[config.mk]
export PLATFORM = sky130hd
export DESIGN_NAME = lcd_sequencer
export DESIGN_NICKNAME = d
export VERILOG_FILES = /design/src/rtl/lcd_sequencer_pkg.sv /design/src/rtl/lcd_init_rom.sv /design/src/rtl/lcd_sequencer.sv
export SDC_FILE = /design/constraint.sdc
export NUM_CORES = 1
export LEC_CHECK = 0
export BUFFER_PORTS_ARGS = -buffer_cell sky130_fd_sc_hd__buf_2
export CAP_MARGIN = 20
export CORE_ASPECT_RATIO = 1.75
export CORE_UTILIZATION = 50
export CTS_BUF_LIST = sky130_fd_sc_hd__clkbuf_4
export DETAILED_ROUTE_END_ITERATION = 8
export PLACE_DENSITY = 0.68
export SETUP_SLACK_MARGIN = 0.05
export SYNTH_ARGS = -nofsm -noshare
export SYNTH_HDL_FRONTEND = slang
export SYNTH_HIERARCHICAL = 1
export SYNTH_SLANG_ARGS = --single-unit
[constraint.sdc]
create_clock -name clk -period 2.8 [get_ports clk]
set_input_delay 0.28 -clock clk [delete_from_list [all_inputs] [get_ports clk]]
set_output_delay 0.28 -clock clk [all_outputs]
set_load 0.02 [all_outputs]
[src/rtl/lcd_sequencer_pkg.sv]
// rtl/lcd_sequencer_pkg.sv - shared codes and state encoding for the LCD link sequencer
package lcd_sequencer_pkg;

   localparam int DC_BIT = 8;

   localparam logic [1:0] ENT_CMD   = 2'b00;
   localparam logic [1:0] ENT_DATA  = 2'b01;
   localparam logic [1:0] ENT_DELAY = 2'b10;
   localparam logic [1:0] ENT_END   = 2'b11;

   localparam logic [7:0] OP_CASET = 8'h2A;
   localparam logic [7:0] OP_RASET = 8'h2B;
   localparam logic [7:0] OP_RAMWR = 8'h2C;

   typedef enum logic [3:0] {
      S_RST_LOW,
      S_RST_WAIT,
      S_INIT_FETCH,
      S_INIT_SEND,
      S_INIT_DELAY,
      S_READY,
      S_WIN_SEND,
      S_PIX_FETCH,
      S_PIX_HI,
      S_PIX_LO,
      S_FRAME_END
   } state_t;

   function automatic logic [8:0] mk_word(input logic dc, input logic [7:0] b);
      logic [8:0] w;
      w         = {1'b0, b};
      w[DC_BIT] = dc;
      return w;
   endfunction

endpackage

[src/rtl/lcd_init_rom.sv]
// rtl/lcd_init_rom.sv - panel init program: commands, data bytes, ms delays, end marker
module lcd_init_rom
   import lcd_sequencer_pkg::*;
#(
   parameter int INIT_LEN = 32,
   parameter int PTR_W    = $clog2(INIT_LEN)
) (
   input  logic [PTR_W-1:0] addr,
   output logic [9:0]       entry
);

   always_comb begin
      entry = {ENT_END, 8'h00};
      case (int'(addr))
         0:       entry = {ENT_CMD,   8'h01};
         1:       entry = {ENT_DELAY, 8'h05};
         2:       entry = {ENT_CMD,   8'h11};
         3:       entry = {ENT_DATA,  8'h55};
         default: entry = {ENT_END,   8'h00};
      endcase
   end

endmodule

[src/rtl/lcd_sequencer.sv]
// rtl/lcd_sequencer.sv - panel reset, init ROM playback and framebuffer streaming
// onto the 9-bit spi_master word link.
module lcd_sequencer
   import lcd_sequencer_pkg::*;
#(
   parameter int H_RES       = 240,
   parameter int V_RES       = 320,
   parameter int CLK_FREQ    = 25_000_000,
   parameter int RST_LOW_MS  = 10,
   parameter int RST_WAIT_MS = 120,
   parameter int INIT_LEN    = 32,
   parameter int ADDR_W      = $clog2(H_RES*V_RES)
) (
   input  logic              clk,
   input  logic              rst,
   input  logic              frame_req,
   input  logic              spi_idle,
   output logic [8:0]        spi_data,
   output logic              spi_avail,
   output logic              pixel_rd,
   output logic [ADDR_W-1:0] pixel_addr,
   input  logic [15:0]       pixel_data,
   output logic              lcd_rst_n,
   output logic              init_done,
   output logic              frame_busy,
   output logic              frame_done
);

   localparam int MS_CYCLES = CLK_FREQ / 1000;
   localparam int MS_W      = (MS_CYCLES > 1) ? $clog2(MS_CYCLES) : 1;
   localparam int PTR_W     = (INIT_LEN > 1) ? $clog2(INIT_LEN) : 1;
   localparam logic [MS_W-1:0]   MS_LAST   = MS_W'(MS_CYCLES - 1);
   localparam logic [ADDR_W-1:0] LAST_ADDR = ADDR_W'(H_RES*V_RES - 1);
   localparam logic [15:0]       H_LAST    = 16'(H_RES - 1);
   localparam logic [15:0]       V_LAST    = 16'(V_RES - 1);

   state_t            state, state_d;
   logic [PTR_W-1:0]  ptr, ptr_d;
   logic [MS_W-1:0]   ms_cnt, ms_cnt_d, ms_cnt_nx;
   logic [7:0]        ms_el, ms_el_d, ms_el_nx;
   logic [7:0]        delay_ms, delay_d;
   logic              issued, issued_d, seen_busy, seen_busy_d;
   logic [3:0]        win_idx, win_idx_d;
   logic              fetch_ph, fetch_ph_d;
   logic [15:0]       px, px_d;
   logic              pending, pending_d;
   logic [ADDR_W-1:0] addr_d;
   logic              init_done_d, spi_avail_d;
   logic [8:0]        spi_data_d, word, win_word;
   logic              send, ms_tick, hs_done;
   logic [9:0]        entry;

   lcd_init_rom #(.INIT_LEN(INIT_LEN), .PTR_W(PTR_W)) u_rom (
      .addr  (ptr),
      .entry (entry)
   );

   always_comb begin
      win_word = mk_word(1'b0, OP_RAMWR);
      case (win_idx)
         4'd0:       win_word = mk_word(1'b0, OP_CASET);
         4'd1, 4'd2: win_word = mk_word(1'b1, 8'h00);
         4'd3:       win_word = mk_word(1'b1, H_LAST[15:8]);
         4'd4:       win_word = mk_word(1'b1, H_LAST[7:0]);
         4'd5:       win_word = mk_word(1'b0, OP_RASET);
         4'd6, 4'd7: win_word = mk_word(1'b1, 8'h00);
         4'd8:       win_word = mk_word(1'b1, V_LAST[15:8]);
         4'd9:       win_word = mk_word(1'b1, V_LAST[7:0]);
         default:    win_word = mk_word(1'b0, OP_RAMWR);
      endcase
   end

   always_comb begin
      state_d     = state;
      ptr_d       = ptr;
      ms_cnt_d    = '0;
      ms_el_d     = '0;
      delay_d     = delay_ms;
      issued_d    = issued;
      seen_busy_d = seen_busy;
      win_idx_d   = win_idx;
      fetch_ph_d  = fetch_ph;
      px_d        = px;
      addr_d      = pixel_addr;
      init_done_d = init_done;
      pending_d   = pending | (frame_req && (state != S_READY));
      spi_avail_d = 1'b0;
      spi_data_d  = spi_data;
      word        = '0;
      send        = 1'b0;
      ms_tick     = (ms_cnt == MS_LAST);
      ms_cnt_nx   = ms_tick ? '0 : ms_cnt + MS_W'(1);
      ms_el_nx    = ms_tick ? ms_el + 8'd1 : ms_el;
      hs_done     = issued && seen_busy && spi_idle;

      case (state)
         S_RST_LOW: begin
            if (ms_tick && (ms_el == 8'(RST_LOW_MS - 1))) state_d = S_RST_WAIT;
            else begin
               ms_cnt_d = ms_cnt_nx;
               ms_el_d  = ms_el_nx;
            end
         end
         S_RST_WAIT: begin
            if (ms_tick && (ms_el == 8'(RST_WAIT_MS - 1))) state_d = S_INIT_FETCH;
            else begin
               ms_cnt_d = ms_cnt_nx;
               ms_el_d  = ms_el_nx;
            end
         end
         S_INIT_FETCH: begin
            case (entry[9:8])
               ENT_CMD, ENT_DATA: state_d = S_INIT_SEND;
               ENT_DELAY: begin
                  ptr_d = ptr + PTR_W'(1);
                  if (entry[7:0] != 8'd0) begin
                     delay_d = entry[7:0];
                     state_d = S_INIT_DELAY;
                  end
               end
               default: begin
                  init_done_d = 1'b1;
                  state_d     = S_READY;
               end
            endcase
         end
         S_INIT_SEND: begin
            send = 1'b1;
            word = mk_word(entry[9:8] == ENT_DATA, entry[7:0]);
            if (hs_done) begin
               ptr_d   = ptr + PTR_W'(1);
               state_d = S_INIT_FETCH;
            end
         end
         S_INIT_DELAY: begin
            if (ms_tick && (ms_el == delay_ms - 8'd1)) state_d = S_INIT_FETCH;
            else begin
               ms_cnt_d = ms_cnt_nx;
               ms_el_d  = ms_el_nx;
            end
         end
         S_READY: begin
            if (frame_req || pending) begin
               pending_d = 1'b0;
               win_idx_d = '0;
               state_d   = S_WIN_SEND;
            end
         end
         S_WIN_SEND: begin
            send = 1'b1;
            word = win_word;
            if (hs_done) begin
               if (win_idx == 4'd10) state_d = S_PIX_FETCH;
               else win_idx_d = win_idx + 4'd1;
            end
         end
         S_PIX_FETCH: begin
            // first cycle strobes the read, second cycle captures the returned pixel
            if (!fetch_ph) fetch_ph_d = 1'b1;
            else begin
               fetch_ph_d = 1'b0;
               px_d       = pixel_data;
               state_d    = S_PIX_HI;
            end
         end
         S_PIX_HI: begin
            send = 1'b1;
            word = mk_word(1'b1, px[15:8]);
            if (hs_done) state_d = S_PIX_LO;
         end
         S_PIX_LO: begin
            send = 1'b1;
            word = mk_word(1'b1, px[7:0]);
            if (hs_done) begin
               if (pixel_addr == LAST_ADDR) begin
                  addr_d  = '0;
                  state_d = S_FRAME_END;
               end else begin
                  addr_d  = pixel_addr + ADDR_W'(1);
                  state_d = S_PIX_FETCH;
               end
            end
         end
         S_FRAME_END: state_d = S_READY;
         default:     state_d = S_RST_LOW;
      endcase

      if (send) begin
         if (!issued && spi_idle) begin
            spi_avail_d = 1'b1;
            spi_data_d  = word;
            issued_d    = 1'b1;
         end else if (issued && !spi_idle) begin
            seen_busy_d = 1'b1;
         end else if (hs_done) begin
            issued_d    = 1'b0;
            seen_busy_d = 1'b0;
         end
      end
   end

   always_ff @(posedge clk) begin
      if (!rst) begin
         state      <= S_RST_LOW;
         ptr        <= '0;
         ms_cnt     <= '0;
         ms_el      <= '0;
         delay_ms   <= '0;
         issued     <= 1'b0;
         seen_busy  <= 1'b0;
         win_idx    <= '0;
         fetch_ph   <= 1'b0;
         px         <= '0;
         pending    <= 1'b0;
         spi_avail  <= 1'b0;
         spi_data   <= '0;
         pixel_rd   <= 1'b0;
         pixel_addr <= '0;
         lcd_rst_n  <= 1'b0;
         init_done  <= 1'b0;
         frame_busy <= 1'b0;
         frame_done <= 1'b0;
      end else begin
         state      <= state_d;
         ptr        <= ptr_d;
         ms_cnt     <= ms_cnt_d;
         ms_el      <= ms_el_d;
         delay_ms   <= delay_d;
         issued     <= issued_d;
         seen_busy  <= seen_busy_d;
         win_idx    <= win_idx_d;
         fetch_ph   <= fetch_ph_d;
         px         <= px_d;
         pending    <= pending_d;
         spi_avail  <= spi_avail_d;
         spi_data   <= spi_data_d;
         pixel_rd   <= (state_d == S_PIX_FETCH) && !fetch_ph_d;
         pixel_addr <= addr_d;
         lcd_rst_n  <= (state_d != S_RST_LOW);
         init_done  <= init_done_d;
         frame_busy <= state_d inside {S_WIN_SEND, S_PIX_FETCH, S_PIX_HI, S_PIX_LO};
         frame_done <= (state_d == S_FRAME_END);
      end
   end

endmodule

# == Word-level counts from Yosys, hierarchy flattened ==
# Memory sizes are Yosys's and may differ from the RTL's. A register that Yosys moved wholly into a read port is not among the register bits.
# Index checks and enable logic that the tools add are counted.
# Widths: inputs -> output; s select.
# totals
ff_bits,96
romBits,144
in_bits,20
output_inout_bits,32
wordCells,144
memories,1
# memory_table
memory,depth,width,read_ports,rd_ports_with_merged_regs,write_ports,line,text
(name not given),16,9,1,1,0,lcd_sequencer.sv:60,case (win_idx)
# op_classes
addsub,6
n_eq_ne,33
mux,46
bitwise_logic,3
n_reduce_logical,36
# op_table
operator,count
$mux 4,17
$mux 15,4
$pmux 15 s3,1
$pmux 4 s11,1
$pmux 10 s4,1
$pmux 9 s4,1
$mux 8,4
$eq 4x4->1 const B,7
$eq 4x3->1 const B,6
$pmux 8 s3,1
$add 17x1->17 const B,1
$eq 17x17->1 const B,1
$mux 17,1
$pmux 4 s2,2
$add 15x1->15 const B,1
$eq 15x15->1 const B,1
$ne 2x2->1 const B,6
$reduce_and 3->1,4
$eq 5x2->1 const B,2
$mux 1,10
$mux 5,2
$pmux 5 s2,1
$reduce_and 2->1,5
$logic_and 1x1->1,9
27 further kinds,35

# == Depth between registers and ports, before layout ==
# depth
ltp_word,8
ltp_mapped,9
ltp_nobuf,8

# == By module ==
# The synthesis kept the hierarchy.
# modules_own_cells
module,n_inst,cells_per_inst,area_each_um2,seq_area_each_um2
lcd_sequencer,1,588,5138.7,2062.0
lcd_init_rom,1,13,87.6,0.0

# == Worst setup path before layout ==
# No wires, ideal clock.
# synth_path
kind,register to register
startpoint,reg pixel_addr[0]
endpoint,reg lcd_rst_n
setup_ns,0.125
arrival_time_ns,2.162
required_ns,2.675
path_slack_ns,0.513
stages_incl_launch_ff,7
n_path_buf,0
synth_period_minus_slack_ns,2.287
path_cell_list,dfxtp_1 ha_1 nand3_1 or4_1 o21ai_0 o211ai_1 o41a_1
# synth_between
elab_chain_cells,5
# synth_rtl
element,line,text
start: declaration,lcd_sequencer.sv:21,"output logic [ADDR_W-1:0] pixel_addr,"
start signal: assignment,lcd_sequencer.sv:238,pixel_addr <= addr_d;
$eq 17x17->1,lcd_sequencer.sv:175,if (pixel_addr == LAST_ADDR) begin
$mux 4,lcd_sequencer.sv:175,
$mux 4,lcd_sequencer.sv:174,if (hs_done) begin
$pmux 4 s11,lcd_sequencer.sv:96,case (state)
$reduce_bool 4->1,lcd_sequencer.sv:239,lcd_rst_n <= (state_d != S_RST_LOW);
end signal: assignment,lcd_sequencer.sv:239,
end: declaration,lcd_sequencer.sv:23,"output logic lcd_rst_n,"
# No other way between the ends.
# A chain may end at the register's enable or synchronous reset.

# == Worst setup path after layout ==
# layout_path
startpoint,reg state[0]
endpoint,"reg, netlist name win_word[2]"
# layout_between
elab_chain_cells,5
elab_cells_between_ends,10
cone_classes,5 x eq/ne; 3 x mux; 2 x reduce/logical
# layout_rtl
element,line,text
start: declaration,lcd_sequencer.sv:37,"state_t state, state_d;"
start signal: assignment,lcd_sequencer.sv:224,state <= state_d;
$eq 4x3->1,lcd_sequencer.sv:96,
$ne 2x2->1 (no line) or $reduce_bool 2->1 (tied branches),n/a,
$reduce_and 4->1 (no line),n/a,
$mux 4 (no line) (*) (2 in series),n/a,
# Mark *: on every way between the ends. The rest lies on a longest branch, timed or not.

==> flow_metrics.env <==
export IMPL_die_h_um=137
export IMPL_synth_common_cells="103 x dfxtp_1, 50 x nor2_1, 47 x nand2_1, 33 x nor2b_1"
export IMPL_routed_wirelength_um=12300
export IMPL_synth_most_common_cell="dfxtp_1"
export IMPL_grt_max_degree=43
export IMPL_clk_pin_slew_ns=0.19
export IMPL_dr_pass1_iters=5
export IMPL_irDropWorstVdd_mv=0.386
export IMPL_grt_pass1_vias=4271
export IMPL_final_nets=678
export IMPL_relSlewSlack=0.266
export IMPL_cts_root_buffer="clkbuf_4"
export IMPL_finalSetupTns_ns=0
export IMPL_synth_area_per_cell_um2=8.70
export IMPL_synth_top_cell_by_area="dfxtp_1"
export IMPL_critPathMaxStageDelay_ns=0.74
export IMPL_viasPerCell=5.74
export IMPL_crit_slowest_cell="dfxtp_1"
export IMPL_fin_skew_ns=0.0341
export IMPL_status="finished clean"
export IMPL_layout_drive_gt1_share=0.142
export IMPL_synth_edff_count=0
export IMPL_ant_nets=0
export IMPL_core_area_um2=10200
export IMPL_place_hpwl_um=9170
export IMPL_track_usage=0.234
export IMPL_hold_class="in -> reg"
export IMPL_drt_iter0_markers=237
export IMPL_hold_violations=0
export IMPL_grt_antenna_before_repair=1
export IMPL_cp_cell_sequence="buf_4, and4bb_2, o21ai_0, a31oi_1, o21ai_1, nand3_1, a21oi_1"
export IMPL_wire_per_inst_um=15.7
export IMPL_ys_top_cells_by_area="dfxtp_1 39%, xor2_1 4.9%, mux2i_1 4.0%, nor2b_1 4.0%, nor2_1 3.6%"
export IMPL_leakagePower_nw=2.32
export IMPL_critPathMaxFanout=19
export IMPL_switching_share=0.270
export IMPL_seqPwrFrac=0.628
export IMPL_ctsLongestPathBuffers=2
export IMPL_r2r_slack_ns=0.23
export IMPL_crit_type="reg -> reg"
export IMPL_dpl_cell_area_um2=5620
export IMPL_syn_inst=601
export IMPL_power_density_nw_per_um2=407
export IMPL_cap_violations=0
export IMPL_rsz0062_at_grt="false"
export IMPL_grt_pass1_wl_um=19800
export IMPL_initial_utilization=0.510
export IMPL_io_buffers=51
export IMPL_die_x_um=79.3
export IMPL_clk_latency_ns=0.49
export IMPL_cts_tree="yes"
export IMPL_postLayoutCellArea_um2=5780
export IMPL_synth_cell_types=62
export IMPL_die_area_um2=10900
export IMPL_worst_pin_slew_ns=1.09
export IMPL_io_pins=52
export IMPL_async_reset_ff_frac=0
export IMPL_cp_arrival_ns=2.97
export IMPL_hold_buffers=0
export IMPL_grt_overflow=0
export IMPL_pwr_share_comb=0.025
export IMPL_layout_min_cycle_time_ns=2.57
export IMPL_finalSetupViolations=0
export IMPL_cts_resized=0
export IMPL_cts_sinks=103
export IMPL_min_period_over_period=0.917
export IMPL_clkPwrFrac=0.347
export IMPL_vias=4490
export IMPL_path_buf_inv=1
export IMPL_place_gp_congestion=0.866
export IMPL_cp_required_ns=3.20
export IMPL_yosysWarnings=6
export IMPL_start_kind="register"
export IMPL_cts_buffers=9
export IMPL_synth_top_area_frac=0.395
export IMPL_intPower_mw=1.72
export IMPL_ys_seq_elements=103
export IMPL_syn_cell_area_um2=5230
export IMPL_crit_family="compound AO/OA/AOI/OAI gates"
export IMPL_fillers=924
export IMPL_post_cts_buffers=0
export IMPL_area_growth_pct=10.7
export IMPL_h_tree_depth=3
export IMPL_rows=49
export IMPL_cp_end_kind="register"
export IMPL_ys_seq_area_frac=0.395
export IMPL_p_sw_uw=635
export IMPL_clock_fmax_mhz=390
export IMPL_synth_flop_cell="dfxtp_1"
export IMPL_drv_slew=0
export IMPL_drcViolationCount=0
[registers in the layout, indices dropped and copies added (netlist names), 4 cells and up]
register    count
pixel_addr     17
state           4
px             16
win_word        7
ms_el           8
spi_data        9
ptr             5
ms_cnt         15
delay_ms        8
win_idx         4
[final timing paths]
kind / endpoint / depth (start not counted) / from
hold reg to reg: ms_cnt[0] / 1 / ms_cnt[0]
setup reg to reg: win_word[2] / 7 / state[0]
setup / recovery: win_word[2] / 7 / state[0]
hold / removal: px[14] / 3 / pixel_data[14]
[layout by cell type (no fill, tap or decap), types with 17 or more instances in the layout]
master,instances
dfxtp_1,103
buf_2,51
nor2_1,50
nand2_1,47
nor2b_1,33
nand3_1,29
xor2_1,29
mux2i_1,21
xnor2_1,19
inv_1,18
a21oi_1,17
[tightest hold or removal path, delay by kind of cell]
| family | cells | cell delay, ns |
|---|---|---|
| buffers and inverters | 1 | 0.08 |
| multiplexers | 1 | 0.06 |
| AND/OR/NAND/NOR | 1 | 0.09 |
[layout make-up]
cell class              instances  area [um^2]  area share
multi-input cells             450         2960       0.512
flip-flops and latches        103         2060       0.357
repair buffers                 67          375      0.0649
well taps                     127          159      0.0275
clock inverters                 7         90.1      0.0156
clock buffers                   9         67.6      0.0117
inverters                      18         67.6      0.0117
diodes                          1         2.50    0.000433
[routing by layer]
layer | part of all wire | wire length [um] | track usage
met5 | 0 | 0 | 0
met4 | 0.046 | 566 | 0.143
met3 | 0.031 | 384 | 0.0384
met2 | 0.53 | 6480 | 0.428
met1 | 0.40 | 4860 | 0.245
[kinds of logic after synthesis]
kind of cell    after synthesis  share of synthesized area
compound gates               97                      0.131
xor+xnor                     48                     0.0804
fa+ha+maj                     9                     0.0215
buf+inv                      51                     0.0414
flops                       103                      0.395
mux                          21                     0.0402
other cells                   1                   0.000718
simple gates                271                      0.290
[power by group through the flow]
stage	clock network [mW]	logic (mW)	registers, mW
detailed placement	0	0.0583	1.51
global placement	0	0.0577	1.51
finish	0.816	0.0589	1.48
CTS	0.830	0.0586	1.48
floorplan	0	0.0401	1.51
global route	0.886	0.0647	1.48
[metrics by stage]
step / power [mW] / std cells / utilization / hold slack (ns) / setup slack, ns
6_report: 2.35 / 782 / 0.565 / 0.0309 / 0.234
3_5_place_dp: 1.57 / 765 / 0.549 / 0.455 / 0.298
3_3_place_gp: 1.56 / 765 / 0.549 / 0.445 / 0.344
2_1_floorplan: 1.55 / 604 / - / 0.426 / 0.513
4_1_cts: 2.36 / 781 / 0.565 / 0.0109 / 0.271
5_1_grt: 2.43 / 782 / 0.565 / 0.0191 / 0.0874
Power figures use the tool's default switching activity.
